### config.mk
export PLATFORM = sky130hd
export DESIGN_NAME = sll_unit
export DESIGN_NICKNAME = d
export VERILOG_FILES = /design/src/rtl/sll_unit.sv
export SDC_FILE = /design/constraint.sdc
export NUM_CORES = 1
export LEC_CHECK = 0
export CAP_MARGIN = 40
export CORE_AREA = 4 4 41 43
export CTS_CLUSTER_DIAMETER = 150
export DETAILED_ROUTE_END_ITERATION = 12
export DIE_AREA = 0 0 45 47
export GPL_TIMING_DRIVEN = 0
export PLACE_DENSITY = 0.58
export SYNTH_ARGS = -nofsm -noshare
export SYNTH_HDL_FRONTEND = slang
export SYNTH_SLANG_ARGS = --single-unit
### constraint.sdc
create_clock -name clk -period 1.2 [get_ports clk]
set_input_delay 0.18 -clock clk [delete_from_list [all_inputs] [get_ports clk]]
set_output_delay 0.18 -clock clk [all_outputs]
set_load 0.05 [all_outputs]
### src/rtl/sll_unit.sv
// ---------------------------------------------------------------------------
// sll_unit: registered logical-left shifter.
//
// C is A shifted left by the full-width unsigned amount B. Vacated LSBs are
// filled with zero. Any amount B >= WIDTH gives zero. The result is
// registered, so it appears one clock after the operands are accepted.
//
// Valid semantics: there is no ready. Every cycle with in_valid=1 is accepted.
// On the following cycle C holds that result and out_valid=1. In a cycle
// with in_valid=0, out_valid drops to 0 and C (and ovf) keep their last value.
// Operands are ignored entirely while in_valid=0.
//
// Optional feature, macro SLL_OVF_EN: adds the registered ovf output. ovf is
// set when any 1 bit of A is shifted out past the MSB.
//
// Parameters:
//   WIDTH     - width of A, B and C (2..64)
// Ports:
//   clk       - system clock, rising edge
//   rst       - synchronous reset, active-high, priority over in_valid
//   in_valid  - A/B valid this cycle
//   A         - value to be shifted
//   B         - shift amount, full-width unsigned
//   C         - registered result A << B
//   out_valid - C holds a result captured from a valid input
//   ovf       - (SLL_OVF_EN only) a nonzero bit was shifted out
// ---------------------------------------------------------------------------
module sll_unit #(
    parameter int WIDTH = 4
) (
    input  logic             clk,
    input  logic             rst,
    input  logic             in_valid,
    input  logic [WIDTH-1:0] A,
    input  logic [WIDTH-1:0] B,
    output logic [WIDTH-1:0] C,
    output logic             out_valid
`ifdef SLL_OVF_EN
    ,
    output logic             ovf
`endif
);

    // One extra bit so that WIDTH itself is representable for any WIDTH.
    localparam logic [WIDTH:0] SHIFT_LIMIT = (WIDTH + 1)'(WIDTH);

    logic               in_range;
    logic [2*WIDTH-1:0] wide_shift;
    logic [WIDTH-1:0]   shift_result;

    // The shift is done at double width. When B is in range, the upper half
    // holds exactly the bits pushed past the MSB. The upper half is used by
    // the overflow detector.
    always_comb begin
        in_range     = ({1'b0, B} < SHIFT_LIMIT);
        wide_shift   = '0;
        shift_result = '0;
        if (in_range) begin
            wide_shift   = {{WIDTH{1'b0}}, A} << B;
            shift_result = wide_shift[WIDTH-1:0];
        end
    end

    always_ff @(posedge clk) begin
        if (rst) begin
            C         <= '0;
            out_valid <= 1'b0;
        end else if (in_valid) begin
            C         <= shift_result;
            out_valid <= 1'b1;
        end else begin
            out_valid <= 1'b0;
        end
    end

`ifdef SLL_OVF_EN
    logic bits_lost;

    // Out of range, every set bit of A is lost.
    always_comb begin
        bits_lost = 1'b0;
        if (in_range) begin
            bits_lost = |wide_shift[2*WIDTH-1:WIDTH];
        end else begin
            bits_lost = |A;
        end
    end

    always_ff @(posedge clk) begin
        if (rst) begin
            ovf <= 1'b0;
        end else if (in_valid) begin
            ovf <= bits_lost;
        end
    end
`endif

endmodule

Word-level counts from Yosys, hierarchy flattened
Index checks and enable logic that the tools add are counted.

Input bits: 11. Output and inout bits: 5. Word-level logic and storage cells: 6. Register bits: 5.

Mux-type cells: 2. Magnitude comparators: 1. Shift-type cells: 1.

Operator list (number): < comparator 4 x 3 -> 1 bit, second input constant (1); two-way mux 4 bit (1); << shifter 4 x 4 -> 4 bit (1); two-way mux 1 bit (1).

Longest topological paths before layout
Gate-level depths: netlist (run 1).

Depth in word-level cells: 2. Gate-level depth with buffers: 3. Gate-level depth less buffers: 3.

Worst setup path after synthesis (run 1)
No wires, ideal clock.

Kind: input port to flip-flop. From: input port B[1]. To: register C[0]. Slack: 0.249 ns. Required time: 1.130 ns. Arrival: 0.881 ns. Setup time: 0.070 ns. Buffers on the path: 0. Stages: 3. Cells stage by stage: nand2b_1 > or4_1 > a21oi_1.

Longest elaborated chain between the ends: 2. Elaborated cells between the ends (all ways): 3. Classes of those cells: order compare (1); shift (1); mux (1).

RTL lines: from (decl) (RTL line 35) `input logic [WIDTH-1:0] B,`; < comparator 4 x 3 -> 1 bit / << shifter 4 x 4 -> 4 bit (equally long branches) (RTL line 55, 59); two-way mux 4 bit (*) (RTL line 58) `if (in_range) begin`; to (signal assigned) (RTL line 69) `C <= shift_result;`; to (decl) (RTL line 36) `output logic [WIDTH-1:0] C,`.

Every way passes the cells marked *; elsewhere a longest branch is shown, timed or not. A chain may end at the register's enable or synchronous reset.

Final worst setup path (run 1)
From: input port A[1]. To: register C[1].

Longest elaborated chain between the ends: 2.

RTL lines: from (decl) (RTL line 34) `input logic [WIDTH-1:0] A,`; << shifter 4 x 4 -> 4 bit (RTL line 59) `wide_shift = {{WIDTH{1'b0}}, A} << B;`; two-way mux 4 bit (RTL line 58).

Every way passes these cells.

==> results of run 1 <==
[tightest hold or removal path, delay by kind of cell]
| kind | cells | cell delay (ns) |
|---|---|---|
| compound gates | 1 | 0.05 |
| simple gates | 1 | 0.13 |
| buf+inv | 1 | 0.13 |
[what timing repair did]
item | in CTS | in global routing
resized for setup | 19 | 1
endpoints found under the setup margin | 8 | 2
pin swaps | 0 | 2
[area by class of cell]
class | count | share of cell area
repair buffers | 15 | 0.350
multi-input cells | 20 | 0.319
flip-flops and latches | 5 | 0.228
clock buffers | 4 | 0.0598
well taps | 15 | 0.0427
[synthesized netlist by cell type, drive strengths merged]
library cell and instances:
o21ai 2, a211o 1, a32o 1, nand3b 1, or4 2, and2b 1, nor3b 1, mux2i 2
nand2b 4, nor2b 1, a21oi 2, dfxtp 5, a22o 1, nor2 1
[flip-flops by register name (all words and copies together), names as in the netlist]
register and cells:
out_valid 1, C 4
[kinds of logic (layout without fill, tap and decap cells)]
group | Yosys count | count (layout)
and+or+nand+nor | 11 | 11
buffers and inverters | 0 | 19
DFF | 5 | 5
muxes | 2 | 2
AOI/OAI and AO/OA | 7 | 7
[per-layer routing]
layer | share of wire | up-vias | GRT usage
met1 | 0.47 | 109 | 0.0845
met4 | 0 | 0 | 0.0526
li1 | - | 134 | -
met3 | 0.14 | 0 | 0.0345
met5 | 0 | - | 0
met2 | 0.39 | 11 | 0.0819
[final timing paths]
kind	startpoint	to	slack, ns	depth (start not counted)
setup / recovery	A[1]	C[1]$_SDFFE_PP0P_	0.08	4
hold / removal	B[3]	C[0]$_SDFFE_PP0P_	0.30	3
setup reg to reg	C[3]$_SDFFE_PP0P_	C[3]$_SDFFE_PP0P_	0.58	1
hold reg to reg	C[0]$_SDFFE_PP0P_	C[0]$_SDFFE_PP0P_	0.47	2
[power groups by stage]
stage	logic, W	clock network (W)	registers [W]
2_1_floorplan	0.0000205	0	0.000190
3_3_place_gp	0.0000887	0	0.000175
3_5_place_dp	0.0000881	0	0.000175
4_1_cts	0.0000830	0.000207	0.000172
5_1_grt	0.0000884	0.000217	0.000173
6_report	0.0000818	0.000197	0.000172
[metrics by stage]
| step | area, µm² | power [W] | instances |
|---|---|---|---|
| final | 439 | 0.000451 | 59 |
| after global routing | 439 | 0.000478 | 59 |
| after CTS | 437 | 0.000462 | 59 |
| after detailed placement | 409 | 0.000264 | 55 |
| after global placement | 409 | 0.000264 | 55 |
| after floorplan | 240 | 0.000211 | 25 |
==> reports/summary.log, run 1 <==
[floorplanning] die span in y 47 µm
[global_routing] largest net degree at the start of global routing 7
[finish] post-layout util 0.338
[logic_synthesis] Synthesized Nets 36
[detailed_routing] average wire per standard cell 10.6 µm
[critical_path] cell-by-cell listing of the critical path clkdlybuf4s50_1, mux2i_1, or4_1, a21oi_1
[logic_synthesis] Seq/Total Area, Yosys 0.417
[critical_path] launching element type of the critical path input port
[sta] slack of the critical path 0.0753 ns
[floorplanning] Row Count 13
[critical_path] number of buffer and inverter stages on the critical path 1
[detailed_routing] Iteration-0 DRC Markers 1
[clocking] number of post-CTS setup repair buffers 0
[logic_synthesis] main area contributors after synthesis dfxtp_1, nand2b_1, mux2i_1
[floorplanning] IO Pins 16
[global_routing] initial antenna violation count 0
[flow_run] max-cap check violation count 0
[power_and_ir_drop] maximum VDD drop 0.000395 V
[critical_path] data required time of the worst path 1.37 ns
[sta] post-layout min period 1.12 ns
[logic_synthesis] share of the synthesized area in compound gates (AO/OA/AOI/OAI) 0.198
[detailed_routing] post-route DRC violation count 0
[critical_path] Worst Setup Path Type in2reg
[sta] setup-violating endpoint count in the final report 0
[sta] endpoints failing hold 0
[placed_design] routability-driven placement congestion ratio 0.700
[finish] layout cell share with drive strength beyond 1 0.182
[sta] setup repair after global routing missed its margin false
[clocking] clock edge transition at the registers on the reported setup and hold paths 0.05 ns
[logic_synthesis] Yosys reg bits 5
[sta] Worst-Margin Slew 0.280 ns
[floorplanning] initial core utilization 0.185
[power_and_ir_drop] switching power summed over all nets 0.000112 W
[logic_synthesis] dominant cell type by area after synthesis dfxtp_1
[floorplanning] Die X-Extent 45 µm
[critical_path] dominant delay contributor by cell family on the critical path buffers and inverters
[critical_path] worst endpoint data arrival time 1.30 ns
[sta] upper clock frequency limit 0.889 GHz
[clocking] CTS Sinks 5
[clocking] clock insertion delay at the later pin of the skew report 0.24 ns
[global_routing] number of global-route vias before repair 241
[logic_synthesis] top cell type's share of synthesized area 0.417
[logic_synthesis] synthesized area 240 µm²
[critical_path] crit-path max cell delay 0.48 ns
[detailed_routing] count of TritonRoute iterations in the first routing pass 2
[power_and_ir_drop] Comb power frac 0.181
[sta] final-layout worst hold slack 0.304 ns
[logic_synthesis] simple-gate share of the synthesized area 0.302
[sta] post-route clock skew 0 ns
[placed_design] half-perimeter wire length after detailed placement 471 µm
[clocking] CTS Root Buffer Type clkbuf_4
[logic_synthesis] mux contribution to synthesized area 0.0833
[critical_path] type of element capturing the critical path flip-flop
[sta] pins over their slew limit 0
[finish] diode count 0
[critical_path] maximum net fanout on the critical path 2
[finish] area growth from synthesis to layout 82.8%
[clocking] CTS Hold Buffers Added 0
[power_and_ir_drop] Sequential Power Share 0.382
[power_and_ir_drop] sw frac 0.247
[floorplanning] area of the placeable core 0.00130 mm²
[global_routing] gr ovfl total 0
[placed_design] worst-case setup slack after placement -0.341 ns
[status] outcome completed
[sta] Tcrit/Tclk final 0.937
[logic_synthesis] dominant combinational cell family by area after synthesis simple AND/OR/NAND/NOR gates
[sta] worst slew margin relative to its limit 0.814
[power_and_ir_drop] internal power consumption 0.000340 W
[logic_synthesis] Synth cell types 14
[finish] number of fill cells 149
[power_and_ir_drop] fraction of power consumed by the clock network 0.437
[clocking] clock tree from TritonCTS built
[global_routing] wire length of the first global-routing pass 979 µm
[clocking] H-tree depth 1
[detailed_routing] routed via count 254
[finish] area of the multi-input gates 140 µm²
[finish] FF/Latch Area 100 µm²
[global_routing] GRT Resource Usage Total 0.0665
[logic_synthesis] gate count after technology mapping 25
[clocking] worst-case clock buffer depth 2
[hold_path] worst hold path class in2reg
[sta] total negative slack 0 ns
[logic_synthesis] xor/xnor cell area share of the yosys netlist 0
[logic_synthesis] adder-cell share of the synthesized area 0
[power_and_ir_drop] power per cell area 1030 mW/mm²
[finish] final net count 56
[detailed_routing] Detailed Route WL 628 µm
[floorplanning] DIE AREA 0.00212 mm²
[finish] most frequent cells in the layout dfxtp_1, clkdlybuf4s50_1, clkdlybuf4s15_2
[clocking] number of buffers added by the clock tree synthesis step 3
[detailed_routing] count of antenna-violating nets left after detailed routing 0
[logic_synthesis] Synth Area per Inst 9.61 µm²
[power_and_ir_drop] P_leak 0.174 nW
[critical_path] cell at the slowest stage of the critical path clkdlybuf4s50_1
[logic_synthesis] count of yosys warnings during synthesis 0
[placed_design] quantity of I/O buffers inserted on ports 15
[detailed_routing] vias per cell 4.31
No activity file was read; power rests on OpenSTA's default activity.
==> inputs of run 2 (changes only) <==
--- a/config.mk
+++ b/config.mk
@@ -10,7 +10,6 @@
 export CTS_CLUSTER_DIAMETER = 150
 export DETAILED_ROUTE_END_ITERATION = 12
 export DIE_AREA = 0 0 45 47
-export GPL_TIMING_DRIVEN = 0
 export PLACE_DENSITY = 0.58
 export SYNTH_ARGS = -nofsm -noshare
 export SYNTH_HDL_FRONTEND = slang
==> run 2 against run 1 <==
Global-route usage rose by 1.1 points; final area rose by 23%; power grew 6.3%.
==> reports/summary.log, run 2 (synthesis gave the netlist of run 1 again) <==
[floorplanning] area of the placeable core 0.00130 mm²
[placed_design] half-perimeter wire length after detailed placement 547 µm
[sta] endpoints failing hold 0
[clocking] CTS Sinks 5
[sta] setup-violating endpoint count in the final report 0
[finish] layout cell share with drive strength beyond 1 0.333
[finish] final net count 60
[finish] number of fill cells 151
[sta] setup repair after global routing missed its margin false
[global_routing] gr ovfl total 0
[detailed_routing] Detailed Route WL 661 µm
[critical_path] Worst Setup Path Type in2reg
[sta] Worst-Margin Slew 0.203 ns
[floorplanning] Row Count 13
[placed_design] quantity of I/O buffers inserted on ports 15
[clocking] clock insertion delay at the later pin of the skew report 0.24 ns
[finish] most common cell after layout, fill and taps aside clkdlybuf4s50_1
[sta] pins over their slew limit 0
[power_and_ir_drop] maximum VDD drop 0.000612 V
[finish] Top Registers C (4), out_valid (1)
[clocking] CTS Root Buffer Type clkbuf_4
[finish] post-layout util 0.413
[sta] post-route clock skew 0 ns
[critical_path] maximum net fanout on the critical path 2
[clocking] clock tree from TritonCTS built
[global_routing] number of global-route vias before repair 246
[finish] area growth from synthesis to layout 124%
[placed_design] routability-driven placement congestion ratio 0.665
[global_routing] GRT Resource Usage Total 0.0775
[critical_path] type of element capturing the critical path flip-flop
[floorplanning] DIE AREA 0.00212 mm²
[sta] worst slew margin relative to its limit 0.864
[placed_design] worst-case setup slack after placement -0.313 ns
[sta] post-layout min period 1.18 ns
[global_routing] wire length of the first global-routing pass 1.09 mm
[sta] slack of the critical path 0.0248 ns
[finish] register with the most flip-flops C
[floorplanning] IO Pins 16
[global_routing] largest net degree at the start of global routing 6
[critical_path] launching element type of the critical path input port
[hold_path] worst hold path class in2reg
[floorplanning] initial core utilization 0.185
[status] outcome completed
[detailed_routing] Iteration-0 DRC Markers 2
[finish] diode count 0
[sta] Tcrit/Tclk final 0.979
[flow_run] max-cap check violation count 0
[detailed_routing] count of TritonRoute iterations in the first routing pass 2
[power_and_ir_drop] power per cell area 892 mW/mm²
[detailed_routing] average wire per standard cell 10.5 µm
[critical_path] data required time of the worst path 1.38 ns
[finish] most frequent cells in the layout clkdlybuf4s50_1, dfxtp_1, buf_12
[detailed_routing] count of antenna-violating nets left after detailed routing 0
[clocking] number of post-CTS setup repair buffers 0
[floorplanning] Die X-Extent 45 µm
[detailed_routing] vias per cell 4.52
[clocking] H-tree depth 1
[sta] upper clock frequency limit 0.851 GHz
[critical_path] worst endpoint data arrival time 1.36 ns
[finish] number of flip-flops under the largest register name 4
[detailed_routing] routed via count 285
[detailed_routing] post-route DRC violation count 0
[global_routing] initial antenna violation count 0
[floorplanning] die span in y 47 µm
[clocking] number of buffers added by the clock tree synthesis step 3
[clocking] worst-case clock buffer depth 2
[power_and_ir_drop] P_leak 0.231 nW
[clocking] clock edge transition at the registers on the reported setup and hold paths 0.05 ns
## run 2: critical path: stages
cell and delay, ns:
clkdlybuf4s50_1 0.43, nand2b_4 0.15, or4_4 0.47, a21oi_2 0.13
## run 2: per-stage QoR
stage               power, W  std cells  area [µm²]  hold WS (ns)  TNS [ns]
floorplan           0.000211         25         240         0.249         0
global placement    0.000286         59         489         0.490     -1.07
detailed placement  0.000286         59         489         0.492     -1.15
CTS                 0.000485         63         513         0.407         0
global route        0.000520         63         538         0.367         0
finish              0.000480         63         538         0.350         0
## run 2: power breakdown
| part | internal, W | switching, W | total (W) |
|---|---|---|---|
| Clock | 0.000126 | 0.0000699 | 0.000196 |
| Sequential | 0.000171 | 0.00000396 | 0.000175 |
| Combinational | 0.0000655 | 0.0000437 | 0.000109 |
## run 2: worst paths after layout
check / start / endpoint / slack [ns] / depth (start not counted)
hold reg to reg: C[1]$_SDFFE_PP0P_ / C[1]$_SDFFE_PP0P_ / 0.51 / 2
setup reg to reg: C[2]$_SDFFE_PP0P_ / C[2]$_SDFFE_PP0P_ / 0.55 / 1
setup / recovery: B[1] / C[0]$_SDFFE_PP0P_ / 0.02 / 4
hold / removal: A[0] / C[0]$_SDFFE_PP0P_ / 0.35 / 4
## run 2: final cells by class
cell class	count	area [µm²]	share of cell area
multi-input cells	20	160	0.298
clock buffers	4	26.3	0.0488
well taps	15	18.8	0.0349
flip-flops and latches	5	100	0.186
repair buffers	19	233	0.433
## run 2: what timing repair did
| item | 4_1_cts | 5_1_grt |
|---|---|---|
| gates cloned | 0 | 0 |
| setup endpoints to repair | 4 | 4 |
| gates resized for setup | 2 | 7 |
| hold buffers | 0 | 0 |
| endpoints found under the hold margin | 0 | 0 |
## run 2: per-layer routing
metal | global-route usage | wire length, µm | share of wire
met4 | 0 | 0 | 0
met2 | 0.110 | 297 | 0.45
met1 | 0.0845 | 251 | 0.38
met5 | 0 | 0 | 0
met3 | 0.0843 | 112 | 0.17
==> inputs of run 3 (changes only) <==
--- a/config.mk
+++ b/config.mk
@@ -6,11 +6,13 @@
 export NUM_CORES = 1
 export LEC_CHECK = 0
 export CAP_MARGIN = 40
-export CORE_AREA = 4 4 41 43
+export CORE_AREA = 2 2 39 41
+export CTS_BUF_LIST = sky130_fd_sc_hd__clkbuf_4
 export CTS_CLUSTER_DIAMETER = 150
 export DETAILED_ROUTE_END_ITERATION = 12
-export DIE_AREA = 0 0 45 47
+export DIE_AREA = 0 0 41 43
 export PLACE_DENSITY = 0.58
+export SKIP_LAST_GASP = 1
 export SYNTH_ARGS = -nofsm -noshare
 export SYNTH_HDL_FRONTEND = slang
 export SYNTH_SLANG_ARGS = --single-unit
==> run 3 against run 2 <==
Critical endpoint is now C[1]$_SDFFE_PP0P_; critical path depth unchanged; non-clock buffer count unchanged; combinational power about the same; sequential power about the same; maximum frequency increased by 0.67%; sequential share of layout area increased by 0.22 points; highest routed layer unchanged; via count decreased by 7.0%; count of clock-buffer cells in the layout unchanged; global-route usage increased by 1.3 points.
==> reports/summary.log, run 3 (synthesis gave the netlist of run 1 again) <==
[power_and_ir_drop] Sequential Power Share 0.352
[sta] Worst-Margin Slew 0.261 ns
[floorplanning] area of the placeable core 0.00138 mm²
[global_routing] gr ovfl total 0
[power_and_ir_drop] Tot Pwr 0.000497 W
[critical_path] maximum net fanout on the critical path 2
[detailed_routing] routed via count 265
[finish] layout cell share with drive strength beyond 1 0.313
[sta] setup repair after global routing missed its margin true
[sta] upper clock frequency limit 0.857 GHz
[sta] Tcrit/Tclk final 0.973
[finish] most common cell after layout, fill and taps aside clkdlybuf4s50_1
[detailed_routing] vias per cell 4.14
[clocking] H-tree depth 1
[critical_path] beginning of the worst register-to-register path C[3]$_SDFFE_PP0P_
[floorplanning] IO Pins 16
[critical_path] Worst Setup Path Type in2reg
[status] outcome completed
[sta] endpoints failing hold 0
[clocking] CTS Root Buffer Type clkbuf_4
[floorplanning] die span in y 43 µm
[finish] number of fill cells 141
[clocking] clock tree from TritonCTS built
[placed_design] Placement Cell Area 490 µm²
[critical_path] launching element type of the critical path input port
[finish] final net count 60
[finish] area growth from synthesis to layout 121%
[clocking] clock edge transition at the registers on the reported setup and hold paths 0.04 ns
[power_and_ir_drop] sw frac 0.226
[power_and_ir_drop] power per cell area 934 mW/mm²
[flow_run] max-cap check violation count 0
[sta] worst slew margin relative to its limit 0.826
[sta] post-layout min period 1.17 ns
[detailed_routing] post-route DRC violation count 0
[placed_design] quantity of I/O buffers inserted on ports 15
[floorplanning] initial core utilization 0.174
[sta] post-route clock skew 0 ns
[critical_path] worst endpoint data arrival time 1.35 ns
[finish] register with the most flip-flops C
[clocking] number of post-CTS setup repair buffers 0
[floorplanning] Die X-Extent 41 µm
[finish] post-layout instance area 532 µm²
[clocking] worst-case clock buffer depth 2
[detailed_routing] count of TritonRoute iterations in the first routing pass 1
[clocking] CTS Sinks 5
[critical_path] data required time of the worst path 1.38 ns
[global_routing] GRT Resource Usage Total 0.0905
[finish] most frequent cells in the layout clkdlybuf4s50_1, dfxtp_1, buf_12
[finish] Top Registers C (4), out_valid (1)
[detailed_routing] average wire per standard cell 9.02 µm
[detailed_routing] count of antenna-violating nets left after detailed routing 0
[power_and_ir_drop] Comb power frac 0.217
[clocking] number of buffers added by the clock tree synthesis step 3
[critical_path] type of element capturing the critical path flip-flop
[floorplanning] Row Count 14
[critical_path] cell at the slowest stage of the critical path or4_1
[power_and_ir_drop] internal power consumption 0.000385 W
[global_routing] wire length of the first global-routing pass 1.05 mm
[sta] setup-violating endpoint count in the final report 0
[power_and_ir_drop] fraction of power consumed by the clock network 0.431
[detailed_routing] Detailed Route WL 577 µm
[finish] diode count 0
[sta] pins over their slew limit 0
[critical_path] cell-by-cell listing of the critical path clkdlybuf4s50_1, mux2i_1, or4_1, a21oi_2
[critical_path] crit-path max cell delay 0.49 ns
[detailed_routing] Iteration-0 DRC Markers 0
[hold_path] worst hold path class in2reg
[power_and_ir_drop] maximum VDD drop 0.000819 V
[power_and_ir_drop] switching power summed over all nets 0.000112 W
[clocking] clock insertion delay at the later pin of the skew report 0.24 ns
[floorplanning] DIE AREA 0.00176 mm²
[critical_path] Critical Path Source A[1]
[placed_design] routability-driven placement congestion ratio 0.713
[global_routing] largest net degree at the start of global routing 6
[finish] number of flip-flops under the largest register name 4
[global_routing] initial antenna violation count 0
[power_and_ir_drop] P_leak 0.222 nW
[global_routing] number of global-route vias before repair 246
[hold_path] worst min-delay path startpoint A[0]
run 3: cell types whose count changed in the layout (fill, tap and decap cells not counted), sizes merged:
cell / change
clkdlybuf4s50: +1
dlymetal6s2s: -1
run 3: worst paths after layout:
| path | end | slack [ns] | cells after the start |
|---|---|---|---|
| max | C[1]$_SDFFE_PP0P_ | 0.03 | 4 |
| min | C[0]$_SDFFE_PP0P_ | 0.35 | 4 |
| max reg2reg | C[3]$_SDFFE_PP0P_ | 0.55 | 1 |
| min reg2reg | C[0]$_SDFFE_PP0P_ | 0.50 | 2 |
run 3: layer usage:
metal | global-route usage | part of all wire | vias up
met3 | 0.0785 | 0.080 | 0
li1 | - | - | 142
met1 | 0.119 | 0.42 | 114
met4 | 0 | 0 | 0
met2 | 0.119 | 0.50 | 9
met5 | 0 | 0 | -
run 3: stage by stage:
stage,utilization,TNS [ns],setup WS (ns),cells,hold slack [ns]
after floorplan,-,0,0.249,25,0.249
after global routing,0.384,-0.00509,-0.00368,64,0.387
after detailed placement,0.354,-1.05,-0.292,60,0.491
final,0.384,0,0.0326,64,0.354
after global placement,0.354,-1.02,-0.280,60,0.490
after CTS,0.374,0,0.000613,64,0.403
run 3: layout make-up:
cell class                 instances  area [µm²]  share of cell area
tap                               16        20.0              0.0376
sequential                         5         100               0.188
timing repair buffer              19         230               0.433
clock buffer                       4        30.0              0.0565
multi-input combinational         20         151               0.285
run 3: critical path, delay by kind of cell:
kind	cells	cell delay, ns
mux	1	0.08
compound gates	1	0.12
buf+inv	1	0.48
simple gates	1	0.49
run 3: power by group through the flow:
stage	combinational [W]	clock, W	sequential (W)
5_1_grt	0.000116	0.000233	0.000175
3_3_place_gp	0.000108	0	0.000178
6_report	0.000108	0.000214	0.000175
2_1_floorplan	0.0000205	0	0.000190
3_5_place_dp	0.000108	0	0.000178
4_1_cts	0.000106	0.000223	0.000175
run 3: what timing repair did:
item | CTS | global route
endpoints found under the setup margin | 3 | 3
hold buffers | 0 | 0
resized for setup | 2 | 4
gates cloned | 0 | 0
